## src/rtl/mips_pkg.sv

```systemverilog
// Shared MIPS ALU control codes and the multiply/divide FSM state encoding.
// Imported by the ALU decoder and by muldiv_unit so both agree on the codes.
package mips_pkg;

  localparam logic [3:0] ALU_AND  = 4'b0000;
  localparam logic [3:0] ALU_OR   = 4'b0001;
  localparam logic [3:0] ALU_ADD  = 4'b0010;
  localparam logic [3:0] ALU_SUB  = 4'b0110;
  localparam logic [3:0] ALU_SLT  = 4'b0111;
  localparam logic [3:0] ALU_MULT = 4'b1000;
  localparam logic [3:0] ALU_DIV  = 4'b1001;

  typedef enum logic [1:0] {
    IDLE = 2'd0,
    MUL  = 2'd1,
    DIV  = 2'd2,
    DONE = 2'd3
  } md_state_e;

endpackage

```

## src/rtl/muldiv_unit_if.sv

```systemverilog
// Request/result bundle between the execute stage and the multiply/divide unit.
// The unit is the slave; the pipeline (or bench) is the master.
interface muldiv_unit_if;

  logic        start;
  logic [3:0]  alucontrol;
  logic [31:0] srca;
  logic [31:0] srcb;
  logic        flush;
  logic        busy;
  logic        done;
  logic [31:0] hi;
  logic [31:0] lo;

  modport master (
    output start, alucontrol, srca, srcb, flush,
    input  busy, done, hi, lo
  );

  modport slave (
    input  start, alucontrol, srca, srcb, flush,
    output busy, done, hi, lo
  );

endinterface

```

## src/rtl/muldiv_unit.sv

```systemverilog
// Iterative signed MULT/DIV: 32 cycles of shift-add or restoring division, done pulse at cycle 33.
// Stalls the pipeline via busy from acceptance until DONE; start is ignored while busy, flush aborts.
module muldiv_unit
  import mips_pkg::*;
(
  input  logic         clk,
  input  logic         reset,
  muldiv_unit_if.slave bus
);

  md_state_e   state_q, state_d;
  logic [5:0]  cnt_q, cnt_d;
  logic [63:0] work_q, work_d;
  logic [31:0] opb_q, opb_d;
  logic        neg_lo_q, neg_lo_d;
  logic        neg_hi_q, neg_hi_d;
  logic [31:0] hi_q, hi_d;
  logic [31:0] lo_q, lo_d;

  logic [31:0] mag_a, mag_b;
  logic [32:0] mul_sum;
  logic [63:0] mul_step;
  logic [32:0] rem_sh;
  logic [31:0] rem_sub;
  logic        div_ge;
  logic [63:0] div_step;
  logic [63:0] prod_s;
  logic [31:0] quot_s, rem_s, dz_hi;
  logic        op_ok;

  assign mag_a = bus.srca[31] ? (~bus.srca + 32'd1) : bus.srca;
  assign mag_b = bus.srcb[31] ? (~bus.srcb + 32'd1) : bus.srcb;
  assign op_ok = (bus.alucontrol == ALU_MULT) || (bus.alucontrol == ALU_DIV);

  // Multiply: upper half accumulates the multiplicand, the 33rd bit is the carry shifted back in.
  assign mul_sum  = {1'b0, work_q[63:32]} + (work_q[0] ? {1'b0, opb_q} : 33'd0);
  assign mul_step = {mul_sum, work_q[31:1]};

  // Divide: {remainder, dividend} shifts left; a quotient bit enters at the bottom.
  assign rem_sh   = work_q[63:31];
  assign rem_sub  = rem_sh[31:0] - opb_q;
  assign div_ge   = rem_sh >= {1'b0, opb_q};
  assign div_step = div_ge ? {rem_sub, work_q[30:0], 1'b1}
                           : {rem_sh[31:0], work_q[30:0], 1'b0};

  assign prod_s = neg_lo_q ? (~mul_step + 64'd1) : mul_step;
  assign quot_s = neg_lo_q ? (~div_step[31:0] + 32'd1) : div_step[31:0];
  assign rem_s  = neg_hi_q ? (~div_step[63:32] + 32'd1) : div_step[63:32];
  assign dz_hi  = neg_hi_q ? (~work_q[31:0] + 32'd1) : work_q[31:0];

  always_comb begin
    state_d  = state_q;
    cnt_d    = cnt_q;
    work_d   = work_q;
    opb_d    = opb_q;
    neg_lo_d = neg_lo_q;
    neg_hi_d = neg_hi_q;
    hi_d     = hi_q;
    lo_d     = lo_q;
    case (state_q)
      IDLE: begin
        if (bus.start && !bus.flush && op_ok) begin
          cnt_d    = 6'd0;
          neg_lo_d = bus.srca[31] ^ bus.srcb[31];
          neg_hi_d = bus.srca[31];
          if (bus.alucontrol == ALU_MULT) begin
            state_d = MUL;
            work_d  = {32'd0, mag_b};
            opb_d   = mag_a;
          end else begin
            state_d = DIV;
            work_d  = {32'd0, mag_a};
            opb_d   = mag_b;
          end
        end
      end
      MUL: begin
        if (bus.flush) begin
          state_d = IDLE;
        end else begin
          work_d = mul_step;
          cnt_d  = cnt_q + 6'd1;
          if (cnt_q == 6'd31) begin
            state_d      = DONE;
            {hi_d, lo_d} = prod_s;
          end
        end
      end
      DIV: begin
        if (bus.flush) begin
          state_d = IDLE;
        end else if (opb_q == 32'd0) begin
          state_d = DONE;
          lo_d    = 32'hFFFF_FFFF;
          hi_d    = dz_hi;
        end else begin
          work_d = div_step;
          cnt_d  = cnt_q + 6'd1;
          if (cnt_q == 6'd31) begin
            state_d = DONE;
            lo_d    = quot_s;
            hi_d    = rem_s;
          end
        end
      end
      DONE:    state_d = IDLE;
      default: state_d = IDLE;
    endcase
  end

  always_ff @(posedge clk or negedge reset) begin
    if (!reset) begin
      state_q  <= IDLE;
      cnt_q    <= 6'd0;
      work_q   <= 64'd0;
      opb_q    <= 32'd0;
      neg_lo_q <= 1'b0;
      neg_hi_q <= 1'b0;
      hi_q     <= 32'd0;
      lo_q     <= 32'd0;
    end else begin
      state_q  <= state_d;
      cnt_q    <= cnt_d;
      work_q   <= work_d;
      opb_q    <= opb_d;
      neg_lo_q <= neg_lo_d;
      neg_hi_q <= neg_hi_d;
      hi_q     <= hi_d;
      lo_q     <= lo_d;
    end
  end

  assign bus.busy = (state_q != IDLE);
  assign bus.done = (state_q == DONE);
  assign bus.hi   = hi_q;
  assign bus.lo   = lo_q;

endmodule

```

## src/flat_wrapper.sv

```systemverilog
// flat-port wrapper written by rule: the top's interface ports become plain ports
module muldiv_unit_flat import mips_pkg::*;
  (clk, reset, bus_start, bus_alucontrol, bus_srca, bus_srcb, bus_flush, bus_busy, bus_done, bus_hi, bus_lo);
  muldiv_unit_if bus_i ();
  input  logic clk;
  input  logic reset;
  input wire logic [$bits(bus_i.start)-1:0] bus_start;
  input wire logic [$bits(bus_i.alucontrol)-1:0] bus_alucontrol;
  input wire logic [$bits(bus_i.srca)-1:0] bus_srca;
  input wire logic [$bits(bus_i.srcb)-1:0] bus_srcb;
  input wire logic [$bits(bus_i.flush)-1:0] bus_flush;
  output wire logic [$bits(bus_i.busy)-1:0] bus_busy;
  output wire logic [$bits(bus_i.done)-1:0] bus_done;
  output wire logic [$bits(bus_i.hi)-1:0] bus_hi;
  output wire logic [$bits(bus_i.lo)-1:0] bus_lo;
  assign bus_i.start = bus_start;
  assign bus_i.alucontrol = bus_alucontrol;
  assign bus_i.srca = bus_srca;
  assign bus_i.srcb = bus_srcb;
  assign bus_i.flush = bus_flush;
  assign bus_busy = bus_i.busy;
  assign bus_done = bus_i.done;
  assign bus_hi = bus_i.hi;
  assign bus_lo = bus_i.lo;
  muldiv_unit u_core (.clk(clk), .reset(reset), .bus(bus_i));
endmodule
```

## config.mk

```make
export PLATFORM = sky130hd
export DESIGN_NAME = muldiv_unit_flat
export DESIGN_NICKNAME = d
export VERILOG_FILES = /design/src/rtl/mips_pkg.sv /design/src/rtl/muldiv_unit_if.sv /design/src/rtl/muldiv_unit.sv /design/src/flat_wrapper.sv
export SDC_FILE = /design/constraint.sdc
export NUM_CORES = 1
export LEC_CHECK = 0
export CORE_UTILIZATION = 40
export DETAILED_ROUTE_END_ITERATION = 10
export HOLD_SLACK_MARGIN = 0.05
export SYNTH_ARGS = -nofsm -noshare
export SYNTH_HDL_FRONTEND = slang
export SYNTH_SLANG_ARGS = --single-unit
```

## constraint.sdc

```tcl
create_clock -name clk -period 4.9 [get_ports clk]
set_input_delay 0.98 -clock clk [delete_from_list [all_inputs] [get_ports clk]]
set_output_delay 0.98 -clock clk [all_outputs]
set_load 0.01 [all_outputs]
```

Word level (Yosys, flattened, before mapping)
Index checks and enable logic that the tools add are counted.

operators by class
  reductions and logical operators = 12
  muxes and demuxes = 39
  order comparisons = 1
  add/subtract/negate cells = 9
  bitwise operators = 7
  equality and inequality tests = 12

operators by type and width
  cell                     number
  $mux W32                 18
  $mux W64                 6
  $pmux W64 S3             1
  $add A32 B1 Y32 const B  5
  $not A32 Y32             5
  $pmux W32 S2             2
  $add A64 B1 Y64 const B  1
  $not A64 Y64             1
  $add A32 B33 Y33         1
  $ge A33 B32 Y1           1
  $logic_not A32 Y1        1
  $sub A32 B32 Y32         1
  $mux W6                  4
  $pmux W6 S3              1
  $mux W2                  6
  $reduce_and A5 Y1        2
  $eq A4 B4 Y1 const B     2
  $pmux W2 S4              1
  $add A6 B1 Y6 const B    1
  $eq A6 B5 Y1 const B     1
  $ne A2 B2 Y1 const B     3
  $eq A2 B2 Y1 const B     2
  $ne A2 B1 Y1 const B     2
  $reduce_bool A2 Y1       2
  9 further kinds          10

storage, ports and cells
  input port bits = 72
  flip-flop bits (word level) = 170
  output and inout bits = 66

Longest topological paths before layout
Gate-level depths: netlist of the first run.

  word-level depth = 9
  gate-level depth with buffers = 24
  gate-level depth less buffers = 21

Worst setup path after synthesis of the first run
Ideal clock, no wire load.

  kind = reg2reg
  start = reg u_core.work_q[45]
  end = reg u_core.hi_q[20] (netlist: u_core.bus.hi[20])
  library setup time = 0.065 ns
  data required time = 4.835 ns
  data arrival time = 4.722 ns
  path buffers = 5
  cell stages (with the launch flop) = 23
  setup slack = 0.113 ns
  cell sequence = dfrtp_1 > ha_1 > clkbuf_1 > a21oi_1 > o21ai_0 > nand3_1 > o211ai_1 > or2_1 > buf_2 > buf_2 > buf_2 > clkbuf_1 > nand2_1 > o21ai_0 > ha_1 > nand2_1 > nor4_1 > and2_1 > a31oi_1 > o311ai_0 > o221ai_1 > o21ai_0 > o221a_2

between the ends
  cells in the longest elaborated chain, start to end = 9
  elaborated cells between the ends (all ways) = 16
  classes of those cells = 4 x add/sub; 1 x order compare; 9 x mux; 2 x bitwise

RTL lines
  what                                                       RTL line                              text
  start, declared                                            muldiv_unit.sv:13                     logic [63:0] work_q, work_d;
  start signal, assigned                                     muldiv_unit.sv:124                    work_q <= work_d;
  $sub A32 B32 Y32 / $ge A33 B32 Y1 (equally long branches)  muldiv_unit.sv:41, muldiv_unit.sv:42
  $mux W64                                                   muldiv_unit.sv:43                     assign div_step = div_ge ? {rem_sub, work_q[30:0], 1'b1}
  $not A32 Y32                                               muldiv_unit.sv:48                     assign rem_s = neg_hi_q ? (~div_step[63:32] + 32'd1) : div_step[63:32];
  $add A32 B1 Y32                                            muldiv_unit.sv:48
  $mux W32                                                   muldiv_unit.sv:48
  $mux W32                                                   muldiv_unit.sv:99                     if (cnt_q == 6'd31) begin
  $mux W32                                                   muldiv_unit.sv:92                     end else if (opb_q == 32'd0) begin
  $mux W32                                                   muldiv_unit.sv:90                     if (bus.flush) begin
  $pmux W32 S2 (*)                                           muldiv_unit.sv:60                     case (state_q)
  end signal, assigned                                       muldiv_unit.sv:128                    hi_q <= hi_d;
  end, declared                                              muldiv_unit.sv:17                     logic [31:0] hi_q, hi_d;

Every way passes the cells marked *; elsewhere a longest branch is shown, timed or not. The select of a mux whose other input is x is not followed.
A chain may end at the register's enable or synchronous reset.

Worst setup path after layout of the first run
  start = reg u_core.opb_q[24]
  end = reg u_core.hi_q[31] (netlist: u_core.bus.hi[31])

between the ends
  cells in the longest elaborated chain, start to end = 9
  elaborated cells between the ends (all ways) = 20
  classes of those cells = 4 x add/sub; 1 x order compare; 1 x eq/ne; 10 x mux; 2 x bitwise; 2 x reduce/logical

RTL lines
  what                                                     RTL line            text
  start, declared                                          muldiv_unit.sv:14   logic [31:0] opb_q, opb_d;
  start signal, assigned                                   muldiv_unit.sv:125  opb_q <= opb_d;
  branches (longest 9 deep; another with $add A64 B1 Y64)  --

Parallel ways; which one is timed is not known. The select of a mux whose other input is x is not followed.

==> flow_summary_export.csv, run 1 <==
group,metric,value,unit
global_route,track_usage,0.338,
yosys,synth_nets,2720,
clock_tree,cts_tree,"built",
detailed_routing,via_count,20492,
yosys,yosys_warnings,0,
critical_path,worstRegToRegCells,15,
floorplanning,fp.dieH,217,µm
critical_path,crit_path_max_incr_delay,0.64,ns
yosys,yosysTopAreaCell,"dfrtp_1",
sta,fin_crit,4.76,ns
yosys,netlist_instances,2571,
placed_design,gp_congestion,1.01,
sta,layout_worst_path_cycle_share,0.972,
detailed_routing,ant_nets,0,
yosys,synth_area_leaders,"dfrtp_1 23%, o21ai_0 8.2%, nand2_1 7.9%",
sta,slew_headroom,0.381,
clock_tree,clkSinkCount,170,
clock_tree,clk_latency,0.51,ns
sta,setup_slack,0.137,ns
global_route,grt_max_degree,101,
flow_run,drv_cap,0,
placed_design,io_buffers,137,
yosys,netlist_top_cells_count,"390 x nand2_1, 305 x o21ai_0, 221 x nor2_1",
floorplanning,die_x,217,µm
critical_path,cp-end-kind,"flip-flop",
global_route,gr-total-overflow,0,
finish,final_net_count,2843,
power_and_ir_drop,cellLeakagePower,9.00,nW
finish,area_growth,18.4,%
worst_hold_path,min-delay-path-class,"input port to asynchronous set/reset pin",
yosys,synthFlopType,"dfrtp_1",
power_and_ir_drop,power_density,689,mW/mm²
sta,finalHoldViolations,0,
detailed_routing,dr.pass1.iters,6,
sta,timing.fmax,210,MHz
detailed_routing,drc,0,
yosys,synth_cell_type_count,95,
critical_path,r2r_start,"u_core.opb_q[24]",
detailed_routing,first_iter_violations,2357,
critical_path,crit_slowest_cell,"nor3_1",
critical_path,crit_chain,"inv_1 -> ha_2 -> a21oi_1 -> o21ai_0 -> a211oi_2 -> o21ai_1 -> or2_2 -> inv_2 -> buf_4 -> nor4_1 -> nor3_1 -> nor2_1 -> a31oi_1 -> xor2_1 -> a211o_1",
power_and_ir_drop,clkPwrFrac,0.100,
critical_path,critPathRequiredTime,5.30,ns
yosys,synth_top_area_frac,0.230,
critical_path,cpLargestDelayFamily,"compound AO/OA/AOI/OAI gates",
power_and_ir_drop,swShare,0.548,
detailed_routing,wl_per_cell,24.0,µm
finish,final_area,0.0219,mm²
detailed_routing,routed_wl,79.2,mm
clock_tree,cts_buffers,17,
power_and_ir_drop,irDropWorstVdd,0.467,mV
sta,finClkSkew,0.0187,ns
yosys,synth.cell_area,0.0185,mm²
floorplanning,fp-row-count,78,
power_and_ir_drop,power.internal,6.83,mW
clock_tree,clkSlewWorstSetupHoldPaths,0.08,ns
critical_path,crit_start,"u_core.opb_q[24]",
detailed_routing,vias_per_cell,6.20,
finish,drive_gt1_frac,0.110,
yosys,synth_most_common_cell,"nand2_1",
global_route,grt_pass1_vias,19065,
floorplanning,initial_utilization,0.407,
floorplanning,io_pins,138,
critical_path,crit_fanout,35,
finish,antenna_cells,0,
critical_path,start_kind,"flip-flop",
critical_path,worstSetupPathType,"flip-flop to flip-flop",
placed_design,dp_slack,-0.156,ns
global_route,antenna_found_initial,1,
critical_path,cp_num_buf_inv,3,
yosys,synthArstFlopShare,1.00,
yosys,synth-seq-area-share,0.230,
sta,worst_pin_slew,0.929,ns
clock_tree,clock_path_buffers,2,
yosys,syn_area_per_cell,7.20,µm²
placed_design,hpwlAfterDp,62.9,mm
power_and_ir_drop,comb_power_share,0.734,
floorplanning,core_area,0.0455,mm²
sta,setup_viol,0,
power_and_ir_drop,pwr-share-seq,0.167,
critical_path,arrival,5.16,ns
outcome,status,"completed",
yosys,yosys_register_bits,170,
global_route,grt_first_pass_wirelength,120,mm
placed_design,placedInstanceArea,0.0211,mm²
clock_tree,root_buffer,"clkbuf_16",
critical_path,crit_cells,15,
floorplanning,dieArea,0.0472,mm²
clock_tree,htree_levels,4,
power_and_ir_drop,switchingPower,8.28,mW
yosys,synth_edf_count,0,
sta,finalMaxSlewViolations,0,
-- power by group through the flow --
stage	Combinational (mW)	Sequential, mW	Clock, mW
3_3_place_gp	10.5	2.50	0
5_1_grt	11.9	2.58	1.58
3_5_place_dp	10.5	2.52	0
2_1_floorplan	6.66	2.33	0
4_1_cts	10.6	2.50	1.53
6_report	11.1	2.52	1.50
-- metal layers --
layer	GRT usage	vias to the layer above	routed length [µm]
li1	-	9513	-
met4	0.122	0	2700
met3	0.0704	109	7620
met5	0	-	0
met1	0.482	9838	35400
met2	0.498	1032	33500
-- repair_timing --
item                                    4_1_cts  5_1_grt
pin swaps                                     0        5
hold buffers                                  0        0
endpoints found under the setup margin        6       12
buffers inserted                              0        4
gates resized for setup                       6       33
-- layout by cell type, fill, tap and decap left out, drive strengths merged, types with 14 or more instances in the layout --
cell type | synthesis | routed
a211oi | 18 | 18
o21a | 15 | 15
nand2 | 390 | 390
ha | 75 | 75
o41ai | 23 | 23
o211ai | 27 | 27
a21o | 23 | 23
buf | 39 | 161
nand4 | 29 | 29
nand3 | 54 | 54
nand2b | 21 | 21
or4 | 19 | 19
or2 | 18 | 18
nor4 | 43 | 43
or3 | 37 | 37
nor2 | 222 | 222
xor2 | 87 | 87
o22ai | 39 | 39
clkbuf | 154 | 18
o21ai | 316 | 316
mux2i | 32 | 32
and2 | 14 | 14
dfrtp | 170 | 170
nor3 | 50 | 50
o31ai | 47 | 47
clkdlybuf4s50 | 0 | 136
inv | 68 | 76
xnor2 | 159 | 159
a31oi | 17 | 17
a21oi | 146 | 146
a22oi | 47 | 47
-- sequential cells by signal (all words and copies together) (netlist names) --
name / cells
u_core.bus.hi: 32
u_core.bus.lo: 32
u_core.cnt_q: 6
u_core.neg_hi_q: 1
u_core.neg_lo_q: 1
u_core.opb_q: 32
u_core.state_q: 2
u_core.work_q: 64
-- cells by family after synthesis --
group | Yosys count | synth area share
adder cells (fa/ha/maj) | 77 | 0.0528
AO/OA/AOI/OAI | 816 | 0.278
flip-flops | 170 | 0.230
buffers and inverters | 261 | 0.0551
multiplexers | 47 | 0.0276
XOR/XNOR | 246 | 0.116
AND/OR/NAND/NOR | 954 | 0.240
-- worst register-to-register path, stage by stage, from the launching register on --
cell	delay [ns]
dfrtp_1	0.40
inv_1	0.16
ha_2	0.38
a21oi_1	0.22
o21ai_0	0.21
a211oi_2	0.28
o21ai_1	0.17
or2_2	0.41
inv_2	0.08
buf_4	0.37
nor4_1	0.16
nor3_1	0.64
nor2_1	0.35
a31oi_1	0.31
xor2_1	0.17
a211o_1	0.34
-- stage by stage --
stage | power, mW | hold WS [ns] | instances | setup TNS, ns | utilization
after floorplan | 9.00 | 0.452 | 2571 | 0 | -
after global placement | 13.0 | 0.461 | 3271 | -0.127 | 0.464
after detailed placement | 13.0 | 0.470 | 3271 | -0.495 | 0.464
after CTS | 14.6 | 0.440 | 3303 | 0 | 0.479
after global routing | 16.0 | 0.448 | 3307 | -0.0117 | 0.482
final | 15.1 | 0.426 | 3307 | 0 | 0.482
-- final cells by class --
type | instances | area, µm²
Sequential cell | 170 | 4260
Clock buffer | 18 | 429
Clock inverter | 14 | 180
Fill cell | 4684 | 23500
Multi-Input combinational cell | 2140 | 13500
Tap cell | 600 | 751
Inverter | 68 | 255
Timing Repair Buffer | 297 | 2600
-- path summary, 6_finish.rpt --
kind,end,slack [ns]
worst max-delay path,u_core.bus.hi[31],0.14
worst min-delay path,u_core.bus.hi[31],0.43
worst max register to register,u_core.bus.hi[31],0.14
worst min register to register,u_core.bus.hi[10],0.48
max in group asynchronous,u_core.opb_q[12],3.23
min in group clk,u_core.bus.hi[10],0.48
No activity file was read; power rests on OpenSTA's default activity.
==> run 2, diff against run 1 <==
==> constraint.sdc (replaced) <==
create_clock -name clk -period 4.9 [get_ports clk]
set_input_delay 0.98 -clock clk [delete_from_list [all_inputs] [get_ports clk]]
set_output_delay 0.98 -clock clk [all_outputs]
set_load 0.05 [all_outputs]
==> results of run 2 <==
Same layout as run 1 (identical final DEF). Status: completed.
Among the figures that moved: total power 15.1 mW -> 15.8 mW; worst IR drop on VDD 0.467 mV -> 0.499 mV
==> run 3, diff against run 2 <==
--- a/config.mk
+++ b/config.mk
@@ -5,6 +5,8 @@
 export SDC_FILE = /design/constraint.sdc
 export NUM_CORES = 1
 export LEC_CHECK = 0
+export ABC_AREA = 0
+export CORE_MARGIN = 1.5
 export CORE_UTILIZATION = 40
 export DETAILED_ROUTE_END_ITERATION = 10
 export HOLD_SLACK_MARGIN = 0.05
==> run 3 against run 2 <==
Total power fell by 2.5%. Critical path type unchanged. Largest power group unchanged. Non-clock buffer count fell by 15. Largest cell class unchanged. Fmax is 1.4% higher. Worst setup slack better by 0.065 ns. Clock skew about the same. Combinational power decreased by 3%. Via count rose by 0.60%. Sequential power up 5%. Die area rose by 0.92%. Routed wire length shrank 0.45%.
==> flow_summary_export.csv, run 3 (synthesis results as in run 1) <==
group,metric,value,unit
floorplanning,dieArea,0.0476,mm²
critical_path,crit_slowest_cell,"dfrtp_1",
finish,largest_reg_flops,64,
placed_design,gp_congestion,1.06,
sta,worst_pin_slew,1.07,ns
sta,setup_viol,0,
clock_tree,clkSlewWorstSetupHoldPaths,0.07,ns
finish,stdcell_count,3293,
sta,finalHoldViolations,0,
global_route,antenna_found_initial,1,
finish,seqCellArea,0.00426,mm²
critical_path,r2r_start,"u_core.opb_q[0]",
placed_design,io_buffers,137,
global_route,grt_pass1_vias,19106,
detailed_routing,routed_wl,78.9,mm
critical_path,critPathRequiredTime,5.27,ns
clock_tree,cts_buffers,17,
detailed_routing,wl_per_cell,23.9,µm
clock_tree,clk_latency,0.51,ns
floorplanning,die_x,218,µm
critical_path,crit_start,"u_core.opb_q[0]",
placed_design,hpwlAfterDp,62.5,mm
floorplanning,initial_utilization,0.406,
finish,fill_cells,4568,
critical_path,crit_fanout,10,
flow_run,drv_cap,0,
sta,whs,0.478,ns
detailed_routing,vias_per_cell,6.26,
power_and_ir_drop,power_density,709,mW/mm²
power_and_ir_drop,cellLeakagePower,8.88,nW
detailed_routing,via_count,20615,
finish,final_common_cell,"nand2_1",
sta,setup_slack,0.202,ns
global_route,grt_first_pass_wirelength,119,mm
detailed_routing,drc,0,
critical_path,worstSetupPathType,"flip-flop to flip-flop",
clock_tree,clkSinkCount,170,
sta,finClkSkew,0.0183,ns
critical_path,regToRegSetupSlack,0.20,ns
finish,final_cell_mix,"390 x nand2_1, 304 x o21ai_0, 218 x nor2_1",
placed_design,placedCellCount,3257,
clock_tree,cts_tree,"built",
critical_path,crit_path_max_incr_delay,0.50,ns
global_route,gr-total-overflow,0,
critical_path,crit_path_end,"u_core.bus.hi[27]",
floorplanning,fp-row-count,78,
finish,final_net_count,2828,
finish,regMostFlops,"u_core.work_q",
floorplanning,io_pins,138,
floorplanning,core_area,0.0456,mm²
placed_design,dp_slack,-0.131,ns
global_route,track_usage,0.331,
sta,timing.fmax,213,MHz
sta,finalMaxSlewViolations,0,
finish,drive_gt1_frac,0.102,
sta,layout_worst_path_cycle_share,0.959,
critical_path,worstRegToRegCells,16,
critical_path,r2r_end,"u_core.bus.hi[27]",
detailed_routing,ant_nets,0,
finish,multi_input_area,0.0134,mm²
critical_path,arrival,5.07,ns
sta,tns,0,ns
sta,fin_crit,4.70,ns
critical_path,crit_chain,"ha_1 -> inv_1 -> fa_1 -> a211oi_1 -> nor3_1 -> o211a_1 -> o21ai_0 -> nand2b_1 -> xnor2_1 -> buf_4 -> a41oi_1 -> buf_4 -> o41ai_1 -> xnor2_1 -> o21ai_0 -> o211ai_1",
worst_hold_path,min-delay-path-class,"flip-flop to flip-flop",
clock_tree,clock_path_buffers,2,
detailed_routing,dr.pass1.iters,6,
finish,area_growth,17.2,%
outcome,status,"completed",
power_and_ir_drop,irDropWorstVdd,0.453,mV
sta,slew_headroom,0.289,
global_route,grt_max_degree,100,
floorplanning,fp.dieH,218,µm
detailed_routing,first_iter_violations,2454,
clock_tree,htree_levels,4,
critical_path,start_kind,"flip-flop",
critical_path,cp-end-kind,"flip-flop",
clock_tree,root_buffer,"clkbuf_16",
-- run 3: cell types whose count changed in the layout (fill, tap and decap cells not counted), moves of 3 or more --
cell / previous run / this run
ha_1: 65 / 61
ha_2: 9 / 13
clkinv_4: 1 / 4
buf_4: 158 / 143
-- run 3: worst min path at each step --
stage | startpoint | to | slack [ns] | cells past startpoint
finish | u_core.bus.hi[11] | u_core.bus.hi[11] | 0.48 | 1
global route | u_core.bus.hi[12] | u_core.bus.hi[12] | 0.50 | 2
CTS | u_core.bus.hi[11] | u_core.bus.hi[11] | 0.48 | 1
detailed placement | u_core.bus.hi[11] | u_core.bus.hi[11] | 0.46 | 1
global placement | u_core.bus.hi[0] | u_core.bus.hi[0] | 0.46 | 2
floorplan | u_core.cnt_q[5] | u_core.cnt_q[5] | 0.45 | 1
-- run 3: report_power, final --
part / internal (mW) / total [mW] / switching, mW / leakage, nW
clock: 0.658 / 1.33 / 0.672 / 0.258
sequential: 1.93 / 2.65 / 0.717 / 2.20
combinational: 3.97 / 11.4 / 7.43 / 6.42
total: 6.56 / 15.4 / 8.82 / 8.88
-- run 3: layer usage --
layer  vias to the layer above  track usage  share of wire  routed length, µm
li1                       9484            -              -                  -
met1                      9899        0.474           0.44              34900
met2                      1100        0.491           0.43              33700
met3                       132       0.0610          0.095               7460
met4                         0        0.126          0.036               2860
met5                         -            0              0                  0
-- run 3: final cells by class --
| cell class | instances | share of cell area |
|---|---|---|
| tap | 600 | 0.0346 |
| multi-input combinational | 2140 | 0.618 |
| timing repair buffer | 282 | 0.115 |
| sequential | 170 | 0.196 |
| inverter | 68 | 0.0119 |
| clock inverter | 13 | 0.00513 |
| clock buffer | 19 | 0.0199 |
| antenna | 1 | 0.000115 |
-- run 3: metrics by stage --
stage / power (mW) / cell area (µm²) / utilization
after detailed placement: 13.6 / 21000 / 0.461
after floorplan: 9.66 / 18500 / -
after global routing: 16.3 / 21700 / 0.476
after CTS: 14.9 / 21600 / 0.473
final: 15.4 / 21700 / 0.476
after global placement: 13.5 / 21000 / 0.461
-- run 3: timing repair --
action | 4_1_cts | 5_1_grt
resized for setup | 1 | 31
hold buffers | 0 | 0
endpoints found under the hold margin | 0 | 0
buffers inserted | 0 | 3
pin swaps | 0 | 5
setup endpoints to repair | 6 | 16
-- run 3: worst max-delay path: cells and delay by family, from the launching register on --
family                     cells  cell delay [ns]
and+or+nand+nor                2             0.32
buffers and inverters          3             0.46
AOI/OAI and AO/OA              7             2.16
xor gates and xnor gates       2             0.46
adders and majority gates      2             0.66
DFF                            1             0.50
